--- config.mk ---
export PLATFORM = sky130hd
export DESIGN_NAME = shift_sched_flat
export DESIGN_NICKNAME = d
export VERILOG_FILES = /design/src/rtl/shift_sched_pkg.sv /design/src/rtl/shift_sched_if.sv /design/src/rtl/shift_sched_stage.sv /design/src/rtl/shift_sched.sv /design/src/flat_wrapper.sv
export SDC_FILE = /design/constraint.sdc
export NUM_CORES = 1
export LEC_CHECK = 0
export ABC_AREA = 1
export CAP_MARGIN = 30
export CORE_ASPECT_RATIO = 1.2
export CORE_UTILIZATION = 47
export DETAILED_ROUTE_END_ITERATION = 10
export PLACE_DENSITY = 0.79
export SETUP_SLACK_MARGIN = 0.2
export SKIP_LAST_GASP = 1
export SYNTH_ARGS = -nofsm -noshare
export SYNTH_HDL_FRONTEND = slang
export SYNTH_SLANG_ARGS = --single-unit
--- constraint.sdc ---
create_clock -name clk -period 1.7 [get_ports clk]
set_input_delay 0.34 -clock clk [delete_from_list [all_inputs] [get_ports clk]]
set_output_delay 0.34 -clock clk [all_outputs]
set_load 0.01 [all_outputs]
--- src/rtl/shift_sched_pkg.sv ---
// Shared constants, state encoding and the per-pass step helper for the
// two-requester shift scheduler.
package shift_sched_pkg;

  localparam int WIDTH    = 8;
  localparam int AMT_W    = 3;
  localparam int STEP_W   = 2;
  localparam int MAX_STEP = (1 << STEP_W) - 1;

  typedef enum logic [1:0] {
    IDLE  = 2'd0,
    SHIFT = 2'd1,
    DONE  = 2'd2
  } state_t;

  localparam logic DIR_LEFT  = 1'b0;
  localparam logic DIR_RIGHT = 1'b1;

  // Largest step the stage can take without overshooting the remaining amount.
  function automatic logic [STEP_W-1:0] pass_step(input logic [AMT_W-1:0] rem);
    if (rem > AMT_W'(MAX_STEP)) begin
      pass_step = STEP_W'(MAX_STEP);
    end else begin
      pass_step = rem[STEP_W-1:0];
    end
  endfunction

endpackage

--- src/rtl/shift_sched_if.sv ---
// Command and result handshake bundle between the clients and the scheduler.
interface shift_sched_if
  import shift_sched_pkg::*;
();

  logic             req0_valid;
  logic             req0_ready;
  logic [WIDTH-1:0] req0_data;
  logic [AMT_W-1:0] req0_amt;
  logic             req0_dir;
  logic             req0_rot;

  logic             req1_valid;
  logic             req1_ready;
  logic [WIDTH-1:0] req1_data;
  logic [AMT_W-1:0] req1_amt;
  logic             req1_dir;
  logic             req1_rot;

  logic             res_valid;
  logic             res_ready;
  logic [WIDTH-1:0] res_data;
  logic             res_id;

  modport master (
    output req0_valid, req0_data, req0_amt, req0_dir, req0_rot,
    output req1_valid, req1_data, req1_amt, req1_dir, req1_rot,
    output res_ready,
    input  req0_ready, req1_ready, res_valid, res_data, res_id
  );

  modport slave (
    input  req0_valid, req0_data, req0_amt, req0_dir, req0_rot,
    input  req1_valid, req1_data, req1_amt, req1_dir, req1_rot,
    input  res_ready,
    output req0_ready, req1_ready, res_valid, res_data, res_id
  );

endinterface

--- src/rtl/shift_sched_stage.sv ---
// Combinational shift/rotate by 0..MAX_STEP: one (MAX_STEP+1):1 mux per output
// bit, candidates wired statically from the neighbouring input bits.
module shift_stage
  import shift_sched_pkg::*;
(
  input  logic [WIDTH-1:0]  i_data,
  input  logic [STEP_W-1:0] i_step,
  input  logic              i_dir,
  input  logic              i_rot,
  output logic [WIDTH-1:0]  o_data
);

  logic [WIDTH-1:0][MAX_STEP:0] w_cand;

  for (genvar b = 0; b < WIDTH; b++) begin : g_bit
    for (genvar k = 0; k <= MAX_STEP; k++) begin : g_step
      localparam int LI    = (b - k + WIDTH) % WIDTH;
      localparam int RI    = (b + k) % WIDTH;
      localparam bit LWRAP = (b < k);
      localparam bit RWRAP = ((b + k) >= WIDTH);
      logic w_left;
      logic w_right;
      // Bits that wrap past the edge are only kept when rotating.
      assign w_left  = (LWRAP && !i_rot) ? 1'b0 : i_data[LI];
      assign w_right = (RWRAP && !i_rot) ? 1'b0 : i_data[RI];
      assign w_cand[b][k] = (i_dir == DIR_RIGHT) ? w_right : w_left;
    end
    assign o_data[b] = w_cand[b][i_step];
  end

endmodule

--- src/rtl/shift_sched.sv ---
// Round-robin scheduler sharing one shift stage between two requesters;
// long shifts are split into multiple passes of at most MAX_STEP bits.
module shift_sched
  import shift_sched_pkg::*;
(
  input logic          clk,
  input logic          rst,
  shift_sched_if.slave bus
);

  state_t            r_state;
  state_t            w_next_state;
  logic [WIDTH-1:0]  r_acc;
  logic [AMT_W-1:0]  r_remaining;
  logic              r_dir;
  logic              r_rot;
  logic              r_res_id;
  logic              r_last_id;
  logic              r_res_valid;

  logic              w_gnt_any;
  logic              w_gnt_id;
  logic              w_accept;
  logic [WIDTH-1:0]  w_sel_data;
  logic [AMT_W-1:0]  w_sel_amt;
  logic              w_sel_dir;
  logic              w_sel_rot;
  logic [STEP_W-1:0] w_step;
  logic [AMT_W-1:0]  w_rem_next;
  logic [WIDTH-1:0]  w_stage_out;

  // Round-robin arbiter: on contention the requester not served last wins.
  always_comb begin
    w_gnt_any = 1'b0;
    w_gnt_id  = 1'b0;
    if (bus.req0_valid && bus.req1_valid) begin
      w_gnt_any = 1'b1;
      w_gnt_id  = ~r_last_id;
    end else if (bus.req0_valid) begin
      w_gnt_any = 1'b1;
      w_gnt_id  = 1'b0;
    end else if (bus.req1_valid) begin
      w_gnt_any = 1'b1;
      w_gnt_id  = 1'b1;
    end else begin
      w_gnt_any = 1'b0;
      w_gnt_id  = 1'b0;
    end
  end

  assign w_accept       = (r_state == IDLE) && w_gnt_any;
  assign bus.req0_ready = w_accept && (w_gnt_id == 1'b0);
  assign bus.req1_ready = w_accept && (w_gnt_id == 1'b1);

  assign w_sel_data = w_gnt_id ? bus.req1_data : bus.req0_data;
  assign w_sel_amt  = w_gnt_id ? bus.req1_amt  : bus.req0_amt;
  assign w_sel_dir  = w_gnt_id ? bus.req1_dir  : bus.req0_dir;
  assign w_sel_rot  = w_gnt_id ? bus.req1_rot  : bus.req0_rot;

  assign w_step     = pass_step(r_remaining);
  assign w_rem_next = r_remaining - AMT_W'(w_step);

  shift_stage u_stage (
    .i_data (r_acc),
    .i_step (w_step),
    .i_dir  (r_dir),
    .i_rot  (r_rot),
    .o_data (w_stage_out)
  );

  // Next-state logic.
  always_comb begin
    w_next_state = r_state;
    case (r_state)
      IDLE: begin
        if (w_accept) begin
          w_next_state = (w_sel_amt == {AMT_W{1'b0}}) ? DONE : SHIFT;
        end else begin
          w_next_state = IDLE;
        end
      end
      SHIFT: begin
        if (w_rem_next == {AMT_W{1'b0}}) begin
          w_next_state = DONE;
        end else begin
          w_next_state = SHIFT;
        end
      end
      DONE: begin
        if (bus.res_ready) begin
          w_next_state = IDLE;
        end else begin
          w_next_state = DONE;
        end
      end
      default: w_next_state = IDLE;
    endcase
  end

  always_ff @(posedge clk or posedge rst) begin
    if (rst) begin
      r_state <= IDLE;
    end else begin
      r_state <= w_next_state;
    end
  end

  // Command capture, per-pass accumulation and result flags.
  always_ff @(posedge clk or posedge rst) begin
    if (rst) begin
      r_acc       <= {WIDTH{1'b0}};
      r_remaining <= {AMT_W{1'b0}};
      r_dir       <= 1'b0;
      r_rot       <= 1'b0;
      r_res_id    <= 1'b0;
      r_last_id   <= 1'b1;
      r_res_valid <= 1'b0;
    end else begin
      if (w_accept) begin
        r_acc       <= w_sel_data;
        r_remaining <= w_sel_amt;
        r_dir       <= w_sel_dir;
        r_rot       <= w_sel_rot;
        r_res_id    <= w_gnt_id;
        r_last_id   <= w_gnt_id;
      end else if (r_state == SHIFT) begin
        r_acc       <= w_stage_out;
        r_remaining <= w_rem_next;
      end
      r_res_valid <= (w_next_state == DONE);
    end
  end

  assign bus.res_valid = r_res_valid;
  assign bus.res_data  = r_acc;
  assign bus.res_id    = r_res_id;

endmodule
--- src/flat_wrapper.sv ---
// flat-port wrapper written by rule: the top's interface ports become plain ports
module shift_sched_flat import shift_sched_pkg::*;
  (clk, rst, bus_req0_valid, bus_req0_data, bus_req0_amt, bus_req0_dir, bus_req0_rot, bus_req1_valid, bus_req1_data, bus_req1_amt, bus_req1_dir, bus_req1_rot, bus_res_ready, bus_req0_ready, bus_req1_ready, bus_res_valid, bus_res_data, bus_res_id);
  shift_sched_if bus_i ();
  input logic clk;
  input logic rst;
  input wire logic [$bits(bus_i.req0_valid)-1:0] bus_req0_valid;
  input wire logic [$bits(bus_i.req0_data)-1:0] bus_req0_data;
  input wire logic [$bits(bus_i.req0_amt)-1:0] bus_req0_amt;
  input wire logic [$bits(bus_i.req0_dir)-1:0] bus_req0_dir;
  input wire logic [$bits(bus_i.req0_rot)-1:0] bus_req0_rot;
  input wire logic [$bits(bus_i.req1_valid)-1:0] bus_req1_valid;
  input wire logic [$bits(bus_i.req1_data)-1:0] bus_req1_data;
  input wire logic [$bits(bus_i.req1_amt)-1:0] bus_req1_amt;
  input wire logic [$bits(bus_i.req1_dir)-1:0] bus_req1_dir;
  input wire logic [$bits(bus_i.req1_rot)-1:0] bus_req1_rot;
  input wire logic [$bits(bus_i.res_ready)-1:0] bus_res_ready;
  output wire logic [$bits(bus_i.req0_ready)-1:0] bus_req0_ready;
  output wire logic [$bits(bus_i.req1_ready)-1:0] bus_req1_ready;
  output wire logic [$bits(bus_i.res_valid)-1:0] bus_res_valid;
  output wire logic [$bits(bus_i.res_data)-1:0] bus_res_data;
  output wire logic [$bits(bus_i.res_id)-1:0] bus_res_id;
  assign bus_i.req0_valid = bus_req0_valid;
  assign bus_i.req0_data = bus_req0_data;
  assign bus_i.req0_amt = bus_req0_amt;
  assign bus_i.req0_dir = bus_req0_dir;
  assign bus_i.req0_rot = bus_req0_rot;
  assign bus_i.req1_valid = bus_req1_valid;
  assign bus_i.req1_data = bus_req1_data;
  assign bus_i.req1_amt = bus_req1_amt;
  assign bus_i.req1_dir = bus_req1_dir;
  assign bus_i.req1_rot = bus_req1_rot;
  assign bus_i.res_ready = bus_res_ready;
  assign bus_req0_ready = bus_i.req0_ready;
  assign bus_req1_ready = bus_i.req1_ready;
  assign bus_res_valid = bus_i.res_valid;
  assign bus_res_data = bus_i.res_data;
  assign bus_res_id = bus_i.res_id;
  shift_sched u_core (.clk(clk), .rst(rst), .bus(bus_i));
endmodule
# == After elaboration in Yosys (flattened, before gate mapping) ==
# Cells that the tools add are included.
# op_classes
n_lt_le_gt_ge,2
reduce_logical,8
bitwise_logic,2
eq_ne,3
mux,65
add_sub_neg,1
# op_table
operator,count
1-bit two-way mux,45
8-bit two-way mux,3
1-bit binary-select mux with 2-bit select,8
2-bit two-way mux,5
3-bit two-way mux,3
3-bit logical NOT,2
2-bit one-hot mux with 3 select lines,1
2-bit equality test (second input constant),2
1-bit logical AND,4
3-bit by 2-bit greater-than comparator with 1-bit output (second input constant),1
2-bit by 3-bit less-than comparator with 1-bit output (second input constant),1
3-bit by 2-bit subtractor with 3-bit output,1
2-bit by 1-bit equality test with 1-bit output (second input constant),1
2-bit logical NOT,1
1-bit inverter,2
2-bit nonzero test,1
# totals
in_bits,31
out_inout_bits,12
register_bits,18

# == Longest topological paths before layout ==
# Gate-level depths: netlist (run 1).
# logic_depth
word_depth,9
depth_mapped,9
depth_no_buf,9

# == By module ==
# Synthesis (run 1) repeated with hierarchy kept, for this count alone.
# hier_totals
cells_unflattened,266
hier_area_um2,1550.2
# modules_own_cells
mod,n_inst,area_per_inst_um2,cells_per_inst
shift_sched,1,1122.3,174
shift_stage,1,427.9,92

# == Worst setup path before layout (run 1) ==
# OpenSTA, ideal clock, no wires.
# synth_timing
path_kind,register -> output
from,reg u_core.r_state[1]
to,out bus_req0_ready
t_arrival_ps,1005
path_stages_with_launch,6
path_buffers,0
required_ps,1360
slack_ps,355
cell_sequence,dfrtp_1 nor2_4 nand2_8 inv_6 nand2_8 inv_1
# synth_via
elab_chain_len,3
# synth_lines
element,line_no,source
from (decl),shift_sched.sv:11,state_t r_state;
from (signal assigned),shift_sched.sv:104,r_state <= w_next_state;
2-bit logical NOT,shift_sched.sv:51,assign w_accept = (r_state == IDLE) && w_gnt_any;
1-bit logical AND,shift_sched.sv:51,
1-bit logical AND,shift_sched.sv:52,assign bus.req0_ready = w_accept && (w_gnt_id == 1'b0);
to (decl),flat_wrapper.sv:18,output wire logic [$bits(bus_i.req0_ready)-1:0] bus_req0_ready;
# Every way passes these cells.

# == Worst setup path in the final report (run 1) ==
# layout_timing
from,reg u_core.r_last_id
to,out bus_req1_ready
# layout_via
elab_chain_len,3
# layout_lines
element,line_no,source
from (decl),shift_sched.sv:18,logic r_last_id;
from (signal assigned),shift_sched.sv:125,r_last_id <= w_gnt_id;
1-bit inverter,shift_sched.sv:38,w_gnt_id = ~r_last_id;
1-bit two-way mux,shift_sched.sv:36,if (bus.req0_valid && bus.req1_valid) begin
1-bit logical AND,shift_sched.sv:53,assign bus.req1_ready = w_accept && (w_gnt_id == 1'b1);
to (decl),flat_wrapper.sv:19,output wire logic [$bits(bus_i.req1_ready)-1:0] bus_req1_ready;
# Every way passes these cells.

==> metrics.csv, run 1 <==
metric,value,unit
min Tclk post-route,1620,ps
H-tree depth,1,
residual overflow from global routing,0,
Peak supply drop,1210,µV
Placed Instances,314,
Crit path largest cell delay,560,ps
nets,326,
chip height,63.2,µm
vias post-DR,1747,
CTS tree,yes,
core area,2890,µm²
DRT iter0 DRCs,97,
# hold bufs at CTS,0,
synth-to-layout area growth,49.5,%
fmax,0.619,GHz
Initial Utilization,0.508,
share of cells above drive strength 1,0.242,
FP Rows,21,
Setup crit end kind,output pin,
yosys warns,0,
Worst Tran Pin Value,244,ps
routability cong.,0.879,
Worst-Skew Late Latency,290,ps
sequential-to-total area share from yosys stat,0.307,
Hold Fails Final Rpt,0,
dpl hpwl,3130,µm
IO buf count,42,
antenna-violating nets left,0,
root buf cell,clkbuf_4,
Pre-antenna DRT Iters,5,
CP most frequent cell,nand2_4,
GRT busiest layer,met2,
crit path max fanout,3,
clk sinks,18,
Rel. slew slack,0.837,
total power,4.23,mW
post-synthesis cell count,225,
vias in the first global route,1555,
final worst-path cycle share,0.951,
vias per inst,5.34,
# fillers,249,
Crit Path Category,reg2out,
Hold WS,372,ps
clk_skew,6.52,ps
critical path launch point type,flip-flop,
pin count of the biggest net entering global routing,19,
Synth Register Bits,18,
worst min path class,in2async,
unrepaired setup endpoints after global routing,true,
GR Util met3,0.0411,
GR Util met2,0.464,
I/O Pins,43,
"top cells by count, synth","nand2_1, nand3_1, nor2_1",
full die area,3350,µm²
Pwr per Cell Area,1930,nW/µm²
Synthesized Nets,257,
max-cap violations,0,
Async SR Flop Fraction,1.00,
most frequent cell after synthesis,nand2_1,
Crit path arrival time,1280,ps
final setup vio count,0,
Mapped Area,1470,µm²
Worst path slowest cell,dfstp_2,
GRT Util Overall,0.269,
area share of the largest cell type after synthesis,0.290,
Post-synth EDFFs,0,
TritonCTS Buffers,3,
syn avg cell area,6.53,µm²
Post-synth top flop,dfrtp_1,
total wire length,4140,µm
drt wl/cell,12.7,µm
Bufs and invs on worst path,3,
Layout Cells excl Fill,327,
buffer levels on the longest clock path,2,
post-layout util,0.760,
grt met1 use,0.344,
Final TNS setup,0,ps
Clock transition at path regs,110,ps
Netlist cell types,25,
Leakage,1.14,nW
first-pass GRT wire length,6780,µm
"delay-heaviest family, CP",flip-flops,
ant diodes,0,
largest cells by area after synthesis,"dfrtp_1, nand2_1, nand3_1",
initial antenna violation count,0,
Worst Path Required,1360,ps
CP Cell Sequence,nand2_2 -> nand2_4 -> inv_4 -> nand2_4 -> inv_2 -> buf_6,
status,"finished, final reports clean",
DRC,0,
Die X,53.0,µm
"area leader, netlist",dfrtp_1,
Max Transition Viols Final,0,
## area by class of cell
class	instances	area, µm²	share of cell area
well taps	34	42.5	0.0194
multi-input cells	177	951	0.433
flip-flops and latches	18	452	0.206
repair buffers	68	611	0.278
inverters	26	114	0.0519
clock buffers	4	26.3	0.0120
## metrics by stage
stage / setup slack (ps) / instance area, µm²
2_1_floorplan: 355 / 1470
3_3_place_gp: -429 / 2030
3_5_place_dp: -464 / 2030
4_1_cts: 82.7 / 2110
5_1_grt: 38.0 / 2200
6_report: 84.0 / 2200
## where the power goes
part           leakage [nW]  switching (mW)  internal, mW  total [mW]
Combinational         0.907            1.84          1.33        3.17
Clock                0.0150           0.130        0.0910       0.221
Sequential            0.214           0.174         0.665       0.839
## path summary, 6_finish.rpt
kind	startpoint	to	slack (ps)	depth (start not counted)
max in group asynchronous	rst	u_core.r_last_id$_DFFE_PP1P_	1060	3
worst min-delay path	rst	u_core.bus.res_valid$_DFF_PP0_	370	3
worst max-delay path	u_core.r_last_id$_DFFE_PP1P_	bus_req1_ready	80	6
worst min register to register	u_core.r_last_id$_DFFE_PP1P_	u_core.r_last_id$_DFFE_PP1P_	480	2
min in group clk	u_core.r_last_id$_DFFE_PP1P_	u_core.r_last_id$_DFFE_PP1P_	480	2
worst max register to register	u_core.r_last_id$_DFFE_PP1P_	u_core.r_remaining[2]$_DFFE_PP0P_	200	9
## logic make-up (layout without fill, tap and decap cells)
group,Yosys count,after routing,share of synthesized area
AND/OR/NAND/NOR,154,154,0.486
buffers and inverters,30,98,0.0911
flip-flops,18,18,0.308
AO/OA/AOI/OAI,22,22,0.107
adder cells (fa/ha/maj),1,1,0.00852
## worst register-to-register path: cells and delay by family, from the launching register on
family / cells / cell delay (ps)
flops: 1 / 560
buf+inv: 3 / 300
simple gates: 4 / 310
compound gates: 2 / 240
## registers in the layout (all words and copies together) (netlist names)
name	flops
u_core.bus.res_data	8
u_core.r_remaining	3
u_core.r_state	2
u_core.bus.res_id	1
u_core.bus.res_valid	1
u_core.r_dir	1
u_core.r_last_id	1
u_core.r_rot	1
## what timing repair did
action	in CTS	in global routing
hold endpoints to repair	0	0
gates resized for setup	28	22
endpoints found under the setup margin	23	14
pin swaps	4	10
setup buffers	8	1
## layer usage
| metal | routed length, µm | up-vias |
|---|---|---|
| li1 | - | 864 |
| met1 | 1680 | 782 |
| met2 | 2160 | 97 |
| met3 | 260 | 4 |
| met4 | 38 | 0 |
| met5 | 0 | - |
## placed cells by master (no fill, tap or decap), types with 2 or more instances in the layout
cell type        netlist  routed
nor2_1                25      19
clkbuf_4               0       3
a21oi_2                5       5
dlygate4sd2_1          0      12
inv_1                 23      20
nand2_2                1       5
nand3_1               36      35
nand2_4                3       4
nand2_8                2       3
dfrtp_1               17      17
nor2_2                 4       8
buf_4                  0      24
a21o_1                 2       2
nand2_1               80      74
o211ai_1               2       2
buf_6                  0       4
o21ai_0                4       3
nor2_4                 3       5
clkdlybuf4s50_1        0      28
inv_4                  0       3
a21oi_1                4       4
o22ai_1                3       3
Power figures use the tool's default switching activity.
==> inputs of run 2 (changes only) <==
--- a/config.mk
+++ b/config.mk
@@ -6,10 +6,12 @@
 export NUM_CORES = 1
 export LEC_CHECK = 0
 export ABC_AREA = 1
+export ABC_CLOCK_PERIOD_IN_PS = 1700
 export CAP_MARGIN = 30
 export CORE_ASPECT_RATIO = 1.2
 export CORE_UTILIZATION = 47
 export DETAILED_ROUTE_END_ITERATION = 10
+export MAX_ROUTING_LAYER = met4
 export PLACE_DENSITY = 0.79
 export SETUP_SLACK_MARGIN = 0.2
 export SKIP_LAST_GASP = 1
==> run 2 against run 1 <==
Net effect: power fell by 0.38%; largest power group unchanged; critical endpoint is now bus_req0_ready; clock power grew 3%; sequential power hardly changed.
==> metrics.csv, run 2 (synthesis results as in run 1) <==
metric,value,unit
"commonest cells after routing, fill and taps aside","nand2_1, nand3_1, clkdlybuf4s50_1",
final worst-path cycle share,0.965,
drt wl/cell,12.5,µm
synth-to-layout area growth,49.2,%
P_int,2.10,mW
Crit path arrival time,1300,ps
Peak supply drop,1540,µV
residual overflow from global routing,0,
CTS tree,yes,
dpl ws,-439,ps
full die area,3350,µm²
core area,2890,µm²
TritonCTS Buffers,3,
Worst Path Required,1360,ps
Worst Reg-to-Reg Cells,8,
GRT Util Overall,0.269,
DRT iter0 DRCs,52,
IO buf count,42,
pin count of the biggest net entering global routing,19,
dpl hpwl,3010,µm
H-tree depth,1,
clk sinks,18,
Setup crit end kind,output pin,
Die X,53.0,µm
Rel. slew slack,0.777,
Clock transition at path regs,110,ps
fmax,0.609,GHz
max-cap violations,0,
root buf cell,clkbuf_4,
Pwr per Cell Area,1920,nW/µm²
vias in the first global route,1497,
nets,327,
Sw Share,0.502,
Comb pwr share,0.746,
final setup vio count,0,
DRC,0,
antenna-violating nets left,0,
total wire length,4100,µm
cell area after layout,2190,µm²
initial antenna violation count,0,
routability cong.,0.885,
worst reg2reg path startpoint,u_core.r_state[0]$_DFF_PP0_,
Leakage,1.15,nW
Crit Path Category,reg2out,
Critical R2R Capture,u_core.bus.res_data[3]$_DFFE_PP0P_,
crit path max fanout,3,
vias post-DR,1679,
Clk pwr share,0.054,
worst min path class,in2async,
Hold Fails Final Rpt,0,
critical path launch point type,flip-flop,
# hold bufs at CTS,0,
dpl cell area,2030,µm²
clk_skew,0.858,ps
FP Rows,21,
"reg-to-reg slack, setup",210,ps
most common library cell in the layout ignoring fill and taps,nand2_1,
I/O Pins,43,
ant diodes,0,
vias per inst,5.12,
Flop pwr share,0.200,
status,"finished, final reports clean",
unrepaired setup endpoints after global routing,true,
Initial Utilization,0.508,
flip-flop count of the largest register after layout,8,
min Tclk post-route,1640,ps
Worst Tran Pin Value,335,ps
chip height,63.2,µm
PnR worst setup slack,59.2,ps
first-pass GRT wire length,6570,µm
Worst-Skew Late Latency,290,ps
Max Transition Viols Final,0,
net switching power,2.11,mW
buffer levels on the longest clock path,2,
share of cells above drive strength 1,0.221,
Pre-antenna DRT Iters,4,
[run 2: worst max path at each step]
stage                     endpoint  slack [ps]  cells past startpoint                    startpoint
floorplan           bus_req0_ready         360                      5   u_core.r_state[1]$_DFF_PP0_
global placement    bus_req0_ready        -430                      8                bus_req1_valid
detailed placement  bus_req0_ready        -440                      8                bus_req1_valid
CTS                 bus_req1_ready          50                      6  u_core.r_last_id$_DFFE_PP1P_
global route        bus_req0_ready          -2                      7   u_core.r_state[0]$_DFF_PP0_
finish              bus_req0_ready          60                      6  u_core.r_last_id$_DFFE_PP1P_
[run 2: through the flow]
stage	std cells	TNS [ps]	power, mW	hold slack (ps)	util
after floorplan	225	0	2.80	278	-
after global placement	314	-2630	3.66	456	0.702
after detailed placement	314	-2860	3.70	462	0.702
after CTS	327	0	4.10	354	0.742
after global routing	328	-1.87	4.60	363	0.758
final	328	0	4.21	350	0.758
[run 2: cell type report]
cell class                      instances  area (µm²)
Clock buffer                            4        26.3
Tap cell                               34        42.5
Sequential cell                        18         452
Fill cell                             241         698
Timing Repair Buffer                   69         633
Inverter                               26         110
Multi-Input combinational cell        177         928
[run 2: power groups by stage]
stage | logic (mW) | registers (mW) | clock network (mW)
after detailed placement | 2.81 | 0.888 | 0
final | 3.14 | 0.840 | 0.228
after CTS | 3.03 | 0.826 | 0.238
after global placement | 2.78 | 0.883 | 0
after global routing | 3.48 | 0.865 | 0.251
after floorplan | 1.90 | 0.908 | 0
[run 2: worst max-delay path, cell delays in order (launching register included)]
cell and delay (ps):
dfstp_2 560, nand2_2 60, nand2_4 80, buf_12 110, nand2_8 50, inv_4 50
buf_6 90
[run 2: what timing repair did]
item,CTS,global route
gates resized for setup,26,15
pin swaps,5,5
buffers inserted,9,1
setup endpoints to repair,24,15
[run 2: per-layer routing]
metal	vias to the layer above	share of wire	global-route usage
met1	777	0.44	0.343
met3	2	0.037	0.0362
met5	-	0	-
met4	0	0.0066	0.102
li1	852	-	-
met2	48	0.52	0.424
==> inputs of run 3 (changes only) <==
--- a/config.mk
+++ b/config.mk
@@ -6,7 +6,7 @@
 export NUM_CORES = 1
 export LEC_CHECK = 0
 export ABC_AREA = 1
-export ABC_CLOCK_PERIOD_IN_PS = 1700
+export ABC_CLOCK_PERIOD_IN_PS = 1710
 export CAP_MARGIN = 30
 export CORE_ASPECT_RATIO = 1.2
 export CORE_UTILIZATION = 47
@@ -14,7 +14,7 @@
 export MAX_ROUTING_LAYER = met4
 export PLACE_DENSITY = 0.79
 export SETUP_SLACK_MARGIN = 0.2
-export SKIP_LAST_GASP = 1
 export SYNTH_ARGS = -nofsm -noshare
 export SYNTH_HDL_FRONTEND = slang
 export SYNTH_SLANG_ARGS = --single-unit
+export TNS_END_PERCENT = 50
==> constraint.sdc (replaced) <==
create_clock -name clk -period 1.71 [get_ports clk]
set_input_delay 0.342 -clock clk [delete_from_list [all_inputs] [get_ports clk]]
set_output_delay 0.342 -clock clk [all_outputs]
set_load 0.01 [all_outputs]
==> run 3 against run 2 <==
Net effect: setup slack worse by 1.4 ps; clock power hardly changed; sequential cell count stayed put; routed wire length is 1.8% lower; critical path depth stayed put; critical endpoint unchanged; highest routed layer unchanged.
==> metrics.csv, run 3 (synthesis results as in run 1) <==
metric,value,unit
Worst-Skew Late Latency,300,ps
CP Cell Sequence,nand2_2 -> nand2_4 -> buf_12 -> nand2_8 -> inv_4 -> buf_6,
Pre-antenna DRT Iters,4,
initial antenna violation count,0,
Crit path largest cell delay,560,ps
core area,2890,µm²
total wire length,4020,µm
Placed Instances,314,
Rel. slew slack,0.780,
Worst path slowest cell,dfstp_2,
"commonest cells after routing, fill and taps aside","nand2_1, nand3_1, clkdlybuf4s50_1",
critical path launch point type,flip-flop,
Pwr per Cell Area,1920,nW/µm²
fmax,0.605,GHz
Peak supply drop,1410,µV
max-cap violations,0,
Initial Utilization,0.508,
Max Transition Viols Final,0,
GRT Util Overall,0.272,
Crit path arrival time,1310,ps
Clock transition at path regs,100,ps
status,"finished, final reports clean",
unrepaired setup endpoints after global routing,true,
CTS tree,yes,
full die area,3350,µm²
drt wl/cell,12.3,µm
TritonCTS Buffers,3,
Leakage,1.14,nW
residual overflow from global routing,0,
Crit Path Category,reg2out,
final setup vio count,0,
ant diodes,0,
most common library cell in the layout ignoring fill and taps,nand2_1,
buffer levels on the longest clock path,2,
vias post-DR,1684,
Hold Fails Final Rpt,0,
clk sinks,18,
Hold WS,341,ps
min Tclk post-route,1650,ps
chip height,63.2,µm
nets,326,
DRC,0,
first-pass GRT wire length,6620,µm
routability cong.,0.886,
Worst Path Required,1370,ps
Setup crit end kind,output pin,
vias in the first global route,1459,
Die X,53.0,µm
clk_skew,0.879,ps
dpl hpwl,3010,µm
final worst-path cycle share,0.966,
# hold bufs at CTS,0,
pin count of the biggest net entering global routing,19,
DRT iter0 DRCs,67,
Worst Reg-to-Reg Cells,8,
IO buf count,42,
root buf cell,clkbuf_4,
Worst Tran Pin Value,329,ps
antenna-violating nets left,0,
share of cells above drive strength 1,0.215,
worst min path class,in2async,
H-tree depth,1,
crit path max fanout,3,
Layout Cells excl Fill,327,
synth-to-layout area growth,47.6,%
vias per inst,5.15,
I/O Pins,43,
FP Rows,21,
flip-flop count of the largest register after layout,8,
[run 3: cell types whose count changed in the layout (fill, tap and decap cells not counted)]
cell             delta
buf_6               -1
clkdlybuf4s50_1     +2
dlygate4sd2_1       -3
dlymetal6s2s_1      +1
inv_6               +1
inv_8               -1
nor2_2              +2
nor2_4              -2
o22ai_1             +1
o22ai_2             -1
[run 3: area by class of cell]
type,count,area (µm²)
multi-input combinational,177,912
clock buffer,4,26.3
sequential,18,452
tap,34,42.5
fill,243,722
timing repair buffer,68,628
inverter,26,108
[run 3: path summary, 6_finish.rpt]
check / startpoint / end / slack (ps)
setup / recovery: u_core.r_last_id$_DFFE_PP1P_ / bus_req0_ready / 60
hold / removal: rst / u_core.bus.res_valid$_DFF_PP0_ / 340
setup reg to reg: u_core.r_state[1]$_DFF_PP0_ / u_core.bus.res_data[3]$_DFFE_PP0P_ / 200
hold reg to reg: u_core.bus.res_id$_DFFE_PP0P_ / u_core.bus.res_id$_DFFE_PP0P_ / 480
max in group asynchronous: rst / u_core.r_last_id$_DFFE_PP1P_ / 1110
min in group clk: u_core.bus.res_id$_DFFE_PP0P_ / u_core.bus.res_id$_DFFE_PP0P_ / 480
[run 3: power by group]
group | internal, mW | total (mW) | switching (mW)
clock network | 0.0911 | 0.231 | 0.140
registers | 0.661 | 0.832 | 0.171
logic | 1.31 | 3.10 | 1.79
total | 2.06 | 4.16 | 2.10
[run 3: timing repair]
item                       in CTS  in global routing
pin swaps                       4                  1
buffers inserted                9                  0
resized for setup              23                 11
setup endpoints to repair      24                 16
[run 3: worst max-delay path: cells and delay by family, from the launching register on]
family | cells | cell delay [ps]
simple gates | 3 | 200
buf+inv | 3 | 250
flops | 1 | 560
[run 3: metal layers]
metal | global-route usage | up-vias | routed length (µm)
met3 | 0.0242 | 5 | 208
met1 | 0.366 | 764 | 1750
met2 | 0.419 | 61 | 2010
met4 | 0.0987 | 0 | 52
met5 | - | - | 0
li1 | - | 854 | -
[run 3: per-stage QoR]
stage | utilization | cell area [µm²] | worst slack (ps) | total power, mW | setup TNS, ps
floorplan | - | 1470 | 363 | 2.79 | 0
global placement | 0.702 | 2030 | -426 | 3.64 | -2510
detailed placement | 0.702 | 2030 | -432 | 3.69 | -2790
CTS | 0.744 | 2150 | 52.1 | 4.09 | 0
global route | 0.750 | 2170 | 2.05 | 4.53 | 0
finish | 0.750 | 2170 | 57.8 | 4.16 | 0
